**src/rtl/axis_dac_shaper_pkg.sv**
```systemverilog
// axis_dac_shaper_pkg
// Shared definitions for the AXI-Stream DAC TX shaper:
//   - tx_state_e    : FSM state encoding, also exported on sts_state
//   - ENV_FULL      : envelope full-scale value for the default envelope width
//   - lane_get      : extract one 16-bit lane from a two-lane stream word
//   - sext_lane     : sign-extend a narrow sample to the full 16-bit lane
package axis_dac_shaper_pkg;

    localparam int unsigned LANE_WIDTH    = 16;
    localparam int unsigned DEF_ENV_WIDTH = 16;
    localparam int unsigned ENV_FULL      = 1 << DEF_ENV_WIDTH;

    typedef enum logic [1:0] {
        StIdle     = 2'd0,
        StRampUp   = 2'd1,
        StOn       = 2'd2,
        StRampDown = 2'd3
    } tx_state_e;

    function automatic logic [LANE_WIDTH-1:0] lane_get(input logic [2*LANE_WIDTH-1:0] data,
                                                       input int unsigned idx);
        return data[idx*LANE_WIDTH +: LANE_WIDTH];
    endfunction

    // Replicate bit w-1 into every bit above it.
    function automatic logic [LANE_WIDTH-1:0] sext_lane(input logic [LANE_WIDTH-1:0] v,
                                                        input int unsigned w);
        logic [LANE_WIDTH-1:0] r;
        r = v;
        for (int i = 0; i < LANE_WIDTH; i++) begin
            if (i >= int'(w)) r[i] = v[w-1];
        end
        return r;
    endfunction

endpackage

```
**src/rtl/axis_dac_shaper_mul.sv**
```systemverilog
// axis_dac_shaper_mul
// One lane of the shaper's second pipeline stage: multiplies a signed sample by the unsigned
// envelope, shifts right arithmetically by ENV_WIDTH (floor), and registers the result
// sign-extended to a 16-bit lane.
// Ports:
//   aclk, areset : clock, synchronous active-high reset (clears the output lane)
//   en           : stage advance; the output register loads only when set
//   sample       : signed SAMPLE_WIDTH-bit sample from stage 1
//   env          : envelope, 0..2^ENV_WIDTH
//   lane         : registered shaped lane
module axis_dac_shaper_mul
    import axis_dac_shaper_pkg::*;
#(
    parameter int unsigned SAMPLE_WIDTH = 14,
    parameter int unsigned ENV_WIDTH    = 16
) (
    input  logic                    aclk,
    input  logic                    areset,
    input  logic                    en,
    input  logic [SAMPLE_WIDTH-1:0] sample,
    input  logic [ENV_WIDTH:0]      env,
    output logic [LANE_WIDTH-1:0]   lane
);

    localparam int unsigned PROD_WIDTH = SAMPLE_WIDTH + ENV_WIDTH + 1;

    logic signed [PROD_WIDTH-1:0]   prod;
    logic signed [SAMPLE_WIDTH-1:0] scaled;
    logic        [LANE_WIDTH-1:0]   lane_d;

    // env is unsigned, so it gets a zero sign bit before the signed multiply.
    assign prod   = PROD_WIDTH'($signed(sample)) * PROD_WIDTH'($signed({1'b0, env}));
    // |result| <= |sample| since env <= full scale, so truncation loses nothing.
    assign scaled = SAMPLE_WIDTH'(prod >>> ENV_WIDTH);
    assign lane_d = sext_lane({{(LANE_WIDTH - SAMPLE_WIDTH){1'b0}}, scaled}, SAMPLE_WIDTH);

    always_ff @(posedge aclk) begin
        if (areset) begin
            lane <= '0;
        end else if (en) begin
            lane <= lane_d;
        end
    end

endmodule

```
**src/rtl/axis_dac_tx_shaper.sv**
```systemverilog
// axis_dac_tx_shaper
// Gates a two-lane AXI-Stream DAC sample stream with a TX key and applies a linear amplitude
// envelope on key-on / key-off. Two register stages: S1 holds sample + env, S2 the product.
// Optional feature macro: AXIS_DAC_SHAPER_CHB_EN -- when defined lane B is shaped by a second
// multiplier; otherwise lane B output is forced to zero.
// Ports:
//   aclk, areset        : clock, synchronous active-high reset
//   key                 : TX enable, level sensitive
//   cfg_step            : envelope step per accepted sample (0 behaves as 1)
//   s_axis_*            : input stream (lane A [15:0], lane B [31:16])
//   m_axis_*            : shaped output stream
//   sts_state           : FSM state code (0 idle, 1 ramp up, 2 on, 3 ramp down)
module axis_dac_tx_shaper
    import axis_dac_shaper_pkg::*;
#(
    parameter int unsigned AXIS_TDATA_WIDTH = 32,
    parameter int unsigned SAMPLE_WIDTH     = 14,
    parameter int unsigned ENV_WIDTH        = DEF_ENV_WIDTH
) (
    input  logic                        aclk,
    input  logic                        areset,
    input  logic                        key,
    input  logic [ENV_WIDTH-1:0]        cfg_step,
    output logic                        s_axis_tready,
    input  logic [AXIS_TDATA_WIDTH-1:0] s_axis_tdata,
    input  logic                        s_axis_tvalid,
    input  logic                        m_axis_tready,
    output logic [AXIS_TDATA_WIDTH-1:0] m_axis_tdata,
    output logic                        m_axis_tvalid,
    output logic [1:0]                  sts_state
);

    localparam logic [ENV_WIDTH:0] FULL = {1'b1, {ENV_WIDTH{1'b0}}};

    tx_state_e              state;
    logic [ENV_WIDTH:0]     env;
    logic [ENV_WIDTH:0]     env_next;
    logic [ENV_WIDTH+1:0]   env_up;
    logic [ENV_WIDTH-1:0]   step;

    logic                   s1_valid;
    logic                   s2_valid;
    logic                   s1_adv;
    logic                   s2_adv;
    logic                   s_hs;
    logic [SAMPLE_WIDTH-1:0] s1_sample_a;
    logic [ENV_WIDTH:0]     s1_env;

    logic [LANE_WIDTH-1:0]  lane_a_in;
    logic [LANE_WIDTH-1:0]  lane_b_in;
    logic [LANE_WIDTH-1:0]  lane_a_out;
    logic [LANE_WIDTH-1:0]  lane_b_out;

    assign lane_a_in = lane_get(s_axis_tdata, 0);
    assign lane_b_in = lane_get(s_axis_tdata, 1);

    // ---------------------------------------------------------------- handshake / backpressure
    assign s2_adv        = !s2_valid || m_axis_tready;
    assign s1_adv        = !s1_valid || s2_adv;
    // IDLE swallows input so upstream never stalls while the transmitter is keyed off.
    assign s_axis_tready = (state == StIdle) ? 1'b1 : s1_adv;
    assign s_hs          = s_axis_tvalid && s_axis_tready;

    // ---------------------------------------------------------------- envelope arithmetic
    assign step   = (cfg_step == '0) ? ENV_WIDTH'(1) : cfg_step;
    assign env_up = {1'b0, env} + {2'b00, step};

    always_comb begin
        env_next = env;
        if (s_hs) begin
            if (state == StRampUp) begin
                env_next = (env_up >= {1'b0, FULL}) ? FULL : env_up[ENV_WIDTH:0];
            end else if (state == StRampDown) begin
                env_next = (env <= {1'b0, step}) ? '0 : env - {1'b0, step};
            end
        end
    end

    // ---------------------------------------------------------------- FSM
    // env follows its ramp on every handshake; a key change wins over reaching a limit.
    always_ff @(posedge aclk) begin
        if (areset) begin
            state <= StIdle;
            env   <= '0;
        end else begin
            env <= env_next;
            unique case (state)
                StIdle: begin
                    env <= '0;
                    if (key) state <= StRampUp;
                end
                StRampUp: begin
                    if (!key) state <= StRampDown;
                    else if (env_next == FULL) state <= StOn;
                end
                StOn: begin
                    env <= FULL;
                    if (!key) state <= StRampDown;
                end
                StRampDown: begin
                    if (key) state <= StRampUp;
                    else if (env_next == '0) state <= StIdle;
                end
            endcase
        end
    end

    assign sts_state = state;

    // ---------------------------------------------------------------- stage 1
    always_ff @(posedge aclk) begin
        if (areset) begin
            s1_valid    <= 1'b0;
            s2_valid    <= 1'b0;
            s1_sample_a <= '0;
            s1_env      <= '0;
        end else begin
            if (s1_adv) begin
                // Samples accepted in IDLE are dropped here.
                s1_valid    <= s_hs && (state != StIdle);
                s1_sample_a <= SAMPLE_WIDTH'(lane_a_in);
                s1_env      <= env;
            end
            if (s2_adv) begin
                s2_valid <= s1_valid;
            end
        end
    end

    // ---------------------------------------------------------------- stage 2
    axis_dac_shaper_mul #(
        .SAMPLE_WIDTH (SAMPLE_WIDTH),
        .ENV_WIDTH    (ENV_WIDTH)
    ) u_mul_a (
        .aclk   (aclk),
        .areset (areset),
        .en     (s2_adv),
        .sample (s1_sample_a),
        .env    (s1_env),
        .lane   (lane_a_out)
    );

`ifdef AXIS_DAC_SHAPER_CHB_EN
    logic [SAMPLE_WIDTH-1:0] s1_sample_b;
    logic                    unused_lane_hi;

    assign unused_lane_hi = ^{lane_a_in[LANE_WIDTH-1:SAMPLE_WIDTH],
                              lane_b_in[LANE_WIDTH-1:SAMPLE_WIDTH]};

    always_ff @(posedge aclk) begin
        if (areset) begin
            s1_sample_b <= '0;
        end else if (s1_adv) begin
            s1_sample_b <= SAMPLE_WIDTH'(lane_b_in);
        end
    end

    axis_dac_shaper_mul #(
        .SAMPLE_WIDTH (SAMPLE_WIDTH),
        .ENV_WIDTH    (ENV_WIDTH)
    ) u_mul_b (
        .aclk   (aclk),
        .areset (areset),
        .en     (s2_adv),
        .sample (s1_sample_b),
        .env    (s1_env),
        .lane   (lane_b_out)
    );
`else
    logic unused_lane_hi;

    assign unused_lane_hi = ^{lane_a_in[LANE_WIDTH-1:SAMPLE_WIDTH], lane_b_in};
    assign lane_b_out     = '0;
`endif

    assign m_axis_tvalid = s2_valid;
    assign m_axis_tdata  = {lane_b_out, lane_a_out};

endmodule

```
**config.mk**
```make
export PLATFORM = sky130hd
export DESIGN_NAME = axis_dac_tx_shaper
export DESIGN_NICKNAME = d
export VERILOG_FILES = /design/src/rtl/axis_dac_shaper_pkg.sv /design/src/rtl/axis_dac_shaper_mul.sv /design/src/rtl/axis_dac_tx_shaper.sv
export SDC_FILE = /design/constraint.sdc
export NUM_CORES = 1
export LEC_CHECK = 0
export ABC_CLOCK_PERIOD_IN_PS = 6600
export CAP_MARGIN = 20
export CORE_MARGIN = 3
export CORE_UTILIZATION = 35
export CTS_CLUSTER_SIZE = 28
export DETAILED_ROUTE_END_ITERATION = 16
export GPL_ROUTABILITY_DRIVEN = 1
export SLEW_MARGIN = 30
export SYNTH_ARGS = -nofsm -noshare
export SYNTH_HDL_FRONTEND = slang
export SYNTH_SLANG_ARGS = --single-unit
```
**constraint.sdc**
```tcl
create_clock -name aclk -period 6.6 [get_ports aclk]
set_input_delay 1.32 -clock aclk [delete_from_list [all_inputs] [get_ports aclk]]
set_output_delay 1.32 -clock aclk [all_outputs]
set_load 0.01 [all_outputs]
```
Word-level counts from Yosys, hierarchy flattened
Index checks and enable logic that the tools add are counted.

Word-level logic and storage cells: 46. Output and inout bits: 36. Memory bits (read-only): 0. Memories kept: 0. Bits in writable memories: 0. Input port bits: 53. Bits in registers: 66. Latch bits: 0.

$mul: 1. Divide/modulo/power cells: 0. Order comparisons: 2. Bitwise logic cells: 0. Reduce and logical (&&, ||, !) cells: 11. Add/subtract/negate cells: 2. Muxes and demuxes: 15. Shifts and indexed selects: 0. Eq/ne operators: 8.

Operators by type and width (number): $mux 17 (5); $pmux 17 s2 (1); $mul 14x18->30 (1); $add 17x16->18 (1); $ge 18x17->1 const B (1); $eq 17x17->1 const B (1); $le 17x16->1 (1); $logic_not 17->1 (1); $sub 17x16->17 (1); $logic_not 16->1 (1); $mux 16 (1); $mux 2 (6); $pmux 2 s4 (1); $ne 3x2->1 const B (2); $eq 2x2->1 const B (2); $ne 2x2->1 const B (2); $reduce_and 4->1 (1); $eq 2x1->1 const B (1); $logic_and 1x1->1 (2); $logic_not 1->1 (2); $logic_not 2->1 (1); $logic_or 1x1->1 (2); $reduce_bool 2->1 (1); $mux 1 (1).

Depth between registers and ports, before layout
Depth after elaboration: 11. Depth in mapped cells: 26. Gate-level depth less buffers: 25.

Cells and area by module
Synthesis repeated with hierarchy kept, for this count alone.

Cells, all modules: 1530. Area total of the unflattened synthesis: 12649.6 sq um.

By module, submodules not included: axis_dac_shaper_mul (seq. area each 280.3 sq um, area an instance 8285.4 sq um, cells each 935, instances 1); axis_dac_tx_shaper (seq. area each 1041.0 sq um, area an instance 4364.2 sq um, cells each 595, instances 1).

Worst setup path before layout
No wires, ideal clock.

Kind: register to register. Start: register s1_sample_a[5]. End: register u_mul_a.lane[13] (netlist name). Stages on the path, launching flop included: 25. Arrival: 6.015 ns. Setup time: 0.117 ns. Required time: 6.483 ns. Setup slack: 0.468 ns. Clock period less this slack: 6.132 ns. Path buffers: 2. Path through: dfxtp_1 -> clkbuf_1 -> clkbuf_1 -> nand2_1 -> fa_1 -> fa_1 -> inv_1 -> fa_1 -> fa_1 -> fa_1 -> inv_1 -> fa_1 -> inv_1 -> ha_1 -> a21o_1 -> a21o_1 -> a21oi_1 -> nand2_1 -> a21oi_1 -> nor2_1 -> a21oi_1 -> o2111ai_1 -> o31a_1 -> xnor2_1 -> a22o_1.

Cells in the longest elaborated chain, start to end: 1.

Ends and longest elaborated chain: start, declared (line axis_dac_tx_shaper.sv:46) `logic [SAMPLE_WIDTH-1:0] s1_sample_a;`; start signal, assigned (line axis_dac_tx_shaper.sv:121) `s1_sample_a <= SAMPLE_WIDTH'(lane_a_in);`; $mul 14x18->30 (line axis_dac_shaper_mul.sv:32) `assign prod = PROD_WIDTH'($signed(sample)) * PROD_WIDTH'($signed({1'b0, env}));`.

No other way between the ends. A chain may end at the register's enable or synchronous reset.

Worst setup path after layout
Start: register s1_env[5]. End: register u_mul_a.lane[13] (netlist name).

Cells in the longest elaborated chain, start to end: 1.

Ends and longest elaborated chain: start, declared (line axis_dac_tx_shaper.sv:47) `logic [ENV_WIDTH:0] s1_env;`; start signal, assigned (line axis_dac_tx_shaper.sv:122) `s1_env <= env;`; $mul 14x18->30 (line axis_dac_shaper_mul.sv:32).

No other way between the ends.

==> run metrics <==
post-route ant nets 0; Non-Filler Instances 1971; achievable frequency 0.160 GHz; drt wl/cell 15.9 microns; number of global-route vias before repair 10.2k; Worst Clk Skew 0.00460 ns; DR iter-0 viols 502; reg-to-reg slack, setup 0.36 ns; Nets 1885; Post-Syn Area per Cell 8.33 sq um; worst flop-to-flop path endpoint u_mul_a.lane[13]; post-synthesis cell count 1486; largest stage delay on the critical path 0.53 ns; worst hold margin 0.455 ns; Worst Path Class, Setup register to register; endpoint class of the critical path register; final hold vios 0; Rows 68; leakage 6.77 nW; # Max-Cap Violations 0; via density per instance around 5.0; Arr. time, crit path between 6 and 7 ns; Sink Count 66; post-DP HPWL roughly 26000 microns; Post-Syn Area between 10000 and 15000 sq um; Overflow after GRT 0; worst slew pin tran 0.848 ns; fin. max-slew vios 0; chip width about 190 microns; GRT Total Usage 17.1%; Setup crit start kind register; Hold Crit Class register to register; H-tree Lvls 3; DP Worst Slack 0.124 ns; DR DRC count 0; hold wc startpoint u_mul_a.lane[11]; Final Wtd Congestion 0.898; CP required 6.84 ns; placed cell count 1956; area grow syn2layout 10.9%; Synth Warn # 0; antenna cells 0; Buffers on Ports 54; PD cells around 130 nW/um^2; final wirelength between 30000 and 40000 microns; proportion of layout cells with a drive suffix above 1 under 10%; first-pass iteration count of the detailed router 6; Die Height 194 microns; Slew headroom 43.5%; setup TNS 0 ns; slowest stage cell, crit path fa_1; final setup fails 0; worst vdd ir approximately 120 uV; Final WS setup about 0.36 ns; status complete, no violations; largest net degree at the start of global routing 54; Cell variety after synth 80; CTS buffer count 9; DIE AREA around 38000 sq um; CTS tree yes; crit-path max FO 7; post-synthesis sequential area ratio 10.7%; IO Pins between 80 and 90; Post-CTS Hold Buffers 0; Reg2Reg Depth 26; worst r2r src s1_env[5]; Final Cycle Share between 90% and 100%; Final min period around 6.2 ns; worst hold stages 2; Yosys reg bits 66; Clock Tree Root clkbuf_16; Initial Util between 30% and 40%; Post-synth EDFFs 0; Worst Setup SP s1_env[5]; clk_lat worst skew 0.35 ns; ys async rst share 0%; CORE AREA 34700 sq um; initial antenna violation count 0; total power ~1.8 mW; most used flip-flop cell after synthesis dfxtp_1; first-pass GRT wire length 53000 microns; WHS Endpoint u_mul_a.lane[11]; Vias 9838; Max Buffers Root-to-Sink 2; clk slew on worst S/H paths 0.06 ns
-- cell usage after synthesis (4+ instances only) --
library cell / number / area (sq um)
and3_1: 4 / 25.0
nor2b_1: 25 / 156
xnor2_1: 21 / 184
a31oi_1: 7 / 43.8
xor2_1: 6 / 52.6
o31ai_1: 4 / 30.0
nor4_1: 6 / 37.5
nor2_1: 44 / 165
o21bai_1: 5 / 37.5
a21o_1: 15 / 113
o21a_1: 4 / 30.0
nand3_1: 16 / 80.1
nor3_1: 10 / 50.1
o211ai_1: 4 / 30.0
o21ai_0: 15 / 75.1
dfxtp_1: 66 / 1320
a211o_1: 4 / 35.0
nand4_1: 9 / 56.3
or2_2: 4 / 25.0
buf_1: 6 / 22.5
ha_1: 141 / 1760
a21oi_1: 83 / 415
clkbuf_1: 69 / 259
inv_1: 250 / 938
a22oi_1: 15 / 113
buf_4: 20 / 150
nand2_1: 219 / 822
a211oi_1: 9 / 67.6
nand3b_1: 4 / 30.0
fa_1: 179 / 3580
nand2b_1: 24 / 150
and2_1: 121 / 757
a32oi_1: 10 / 87.6
-- logic make-up after synthesis --
kind of cell | after synthesis | synth area share [%]
AO/OA/AOI/OAI | 220 | 12.6
XOR/XNOR | 27 | 1.91
adder cells (fa/ha/maj) | 320 | 43.2
buffers and inverters | 350 | 11.4
flip-flops | 66 | 10.7
multiplexers | 3 | 0.283
other | 1 | 0.0303
AND/OR/NAND/NOR | 499 | 20.0
-- per-stage QoR --
stage               util, %  area (sq um)
global placement       38.6         13400
CTS                    39.5         13700
floorplan                 -         12400
finish                 39.6         13700
global route           39.6         13700
detailed placement     38.7         13400
-- worst max-delay path by stage --
| stage | endpoint | slack [ns] | depth (start not counted) |
|---|---|---|---|
| floorplan | u_mul_a.lane[13] | 0.47 | 24 |
| global placement | u_mul_a.lane[13] | 0.16 | 24 |
| detailed placement | u_mul_a.lane[13] | 0.12 | 26 |
| CTS | u_mul_a.lane[13] | 0.11 | 26 |
| global route | u_mul_a.lane[13] | -0.01 | 26 |
| finish | u_mul_a.lane[13] | 0.36 | 26 |
-- repair_timing --
| item | in CTS | in global routing |
|---|---|---|
| resized for setup | 0 | 4 |
| setup buffers | 0 | 0 |
| endpoints found under the setup margin | 0 | 6 |
-- report_power, final --
group          internal (mW)  switching, mW
Clock                  0.291          0.194
Combinational          0.333          0.480
Sequential             0.437         0.0568
Total                   1.06          0.731
-- layer usage --
layer  global-route usage (%)  part of all wire [%]
met3                     1.42                   2.9
met2                     28.9                    48
met1                     23.8                    48
met4                     4.04                   1.3
met5                        0                     0
-- final cells by class --
class	count	area [sq um]
Fill cell	3559	21000
Clock buffer	9	225
Timing Repair Buffer	99	873
Inverter	251	942
Sequential cell	66	1320
Multi-Input combinational cell	1085	9730
Clock inverter	6	68.8
Tap cell	455	569
-- registers in the layout (all words and copies together), names as in the netlist --
| name | count |
|---|---|
| sts_state | 2 |
| s1_env | 17 |
| env | 17 |
| s1_valid | 1 |
| s1_sample_a | 14 |
| m_axis_tvalid | 1 |
| u_mul_a.lane | 14 |
-- cells in the final DEF, fill, tap and decap left out, types with 8 or more instances in the layout --
master             n
a211oi_1           8
a21o_1            15
a21oi_1           81
a22oi_1           15
a32oi_1           10
and2_1           120
buf_4             45
clkbuf_16          9
clkdlybuf4s50_1   53
conb_1            16
dfxtp_1           66
fa_1             179
ha_1             141
inv_1            250
nand2_1          219
nand2b_1          24
nand3_1           16
nand4_1            9
nor2_1            43
nor2b_1           25
nor3_1            10
o21ai_0           15
xnor2_1           21
-- critical path, delay by kind of cell (launching register included) --
kind	cells	cell delay (ns)
adder cells (fa/ha/maj)	7	3.22
AND/OR/NAND/NOR	3	0.39
XOR/XNOR	1	0.14
flip-flops	1	0.39
AO/OA/AOI/OAI	8	1.56
buffers and inverters	7	0.44
No activity file was read; power rests on OpenSTA's default activity.
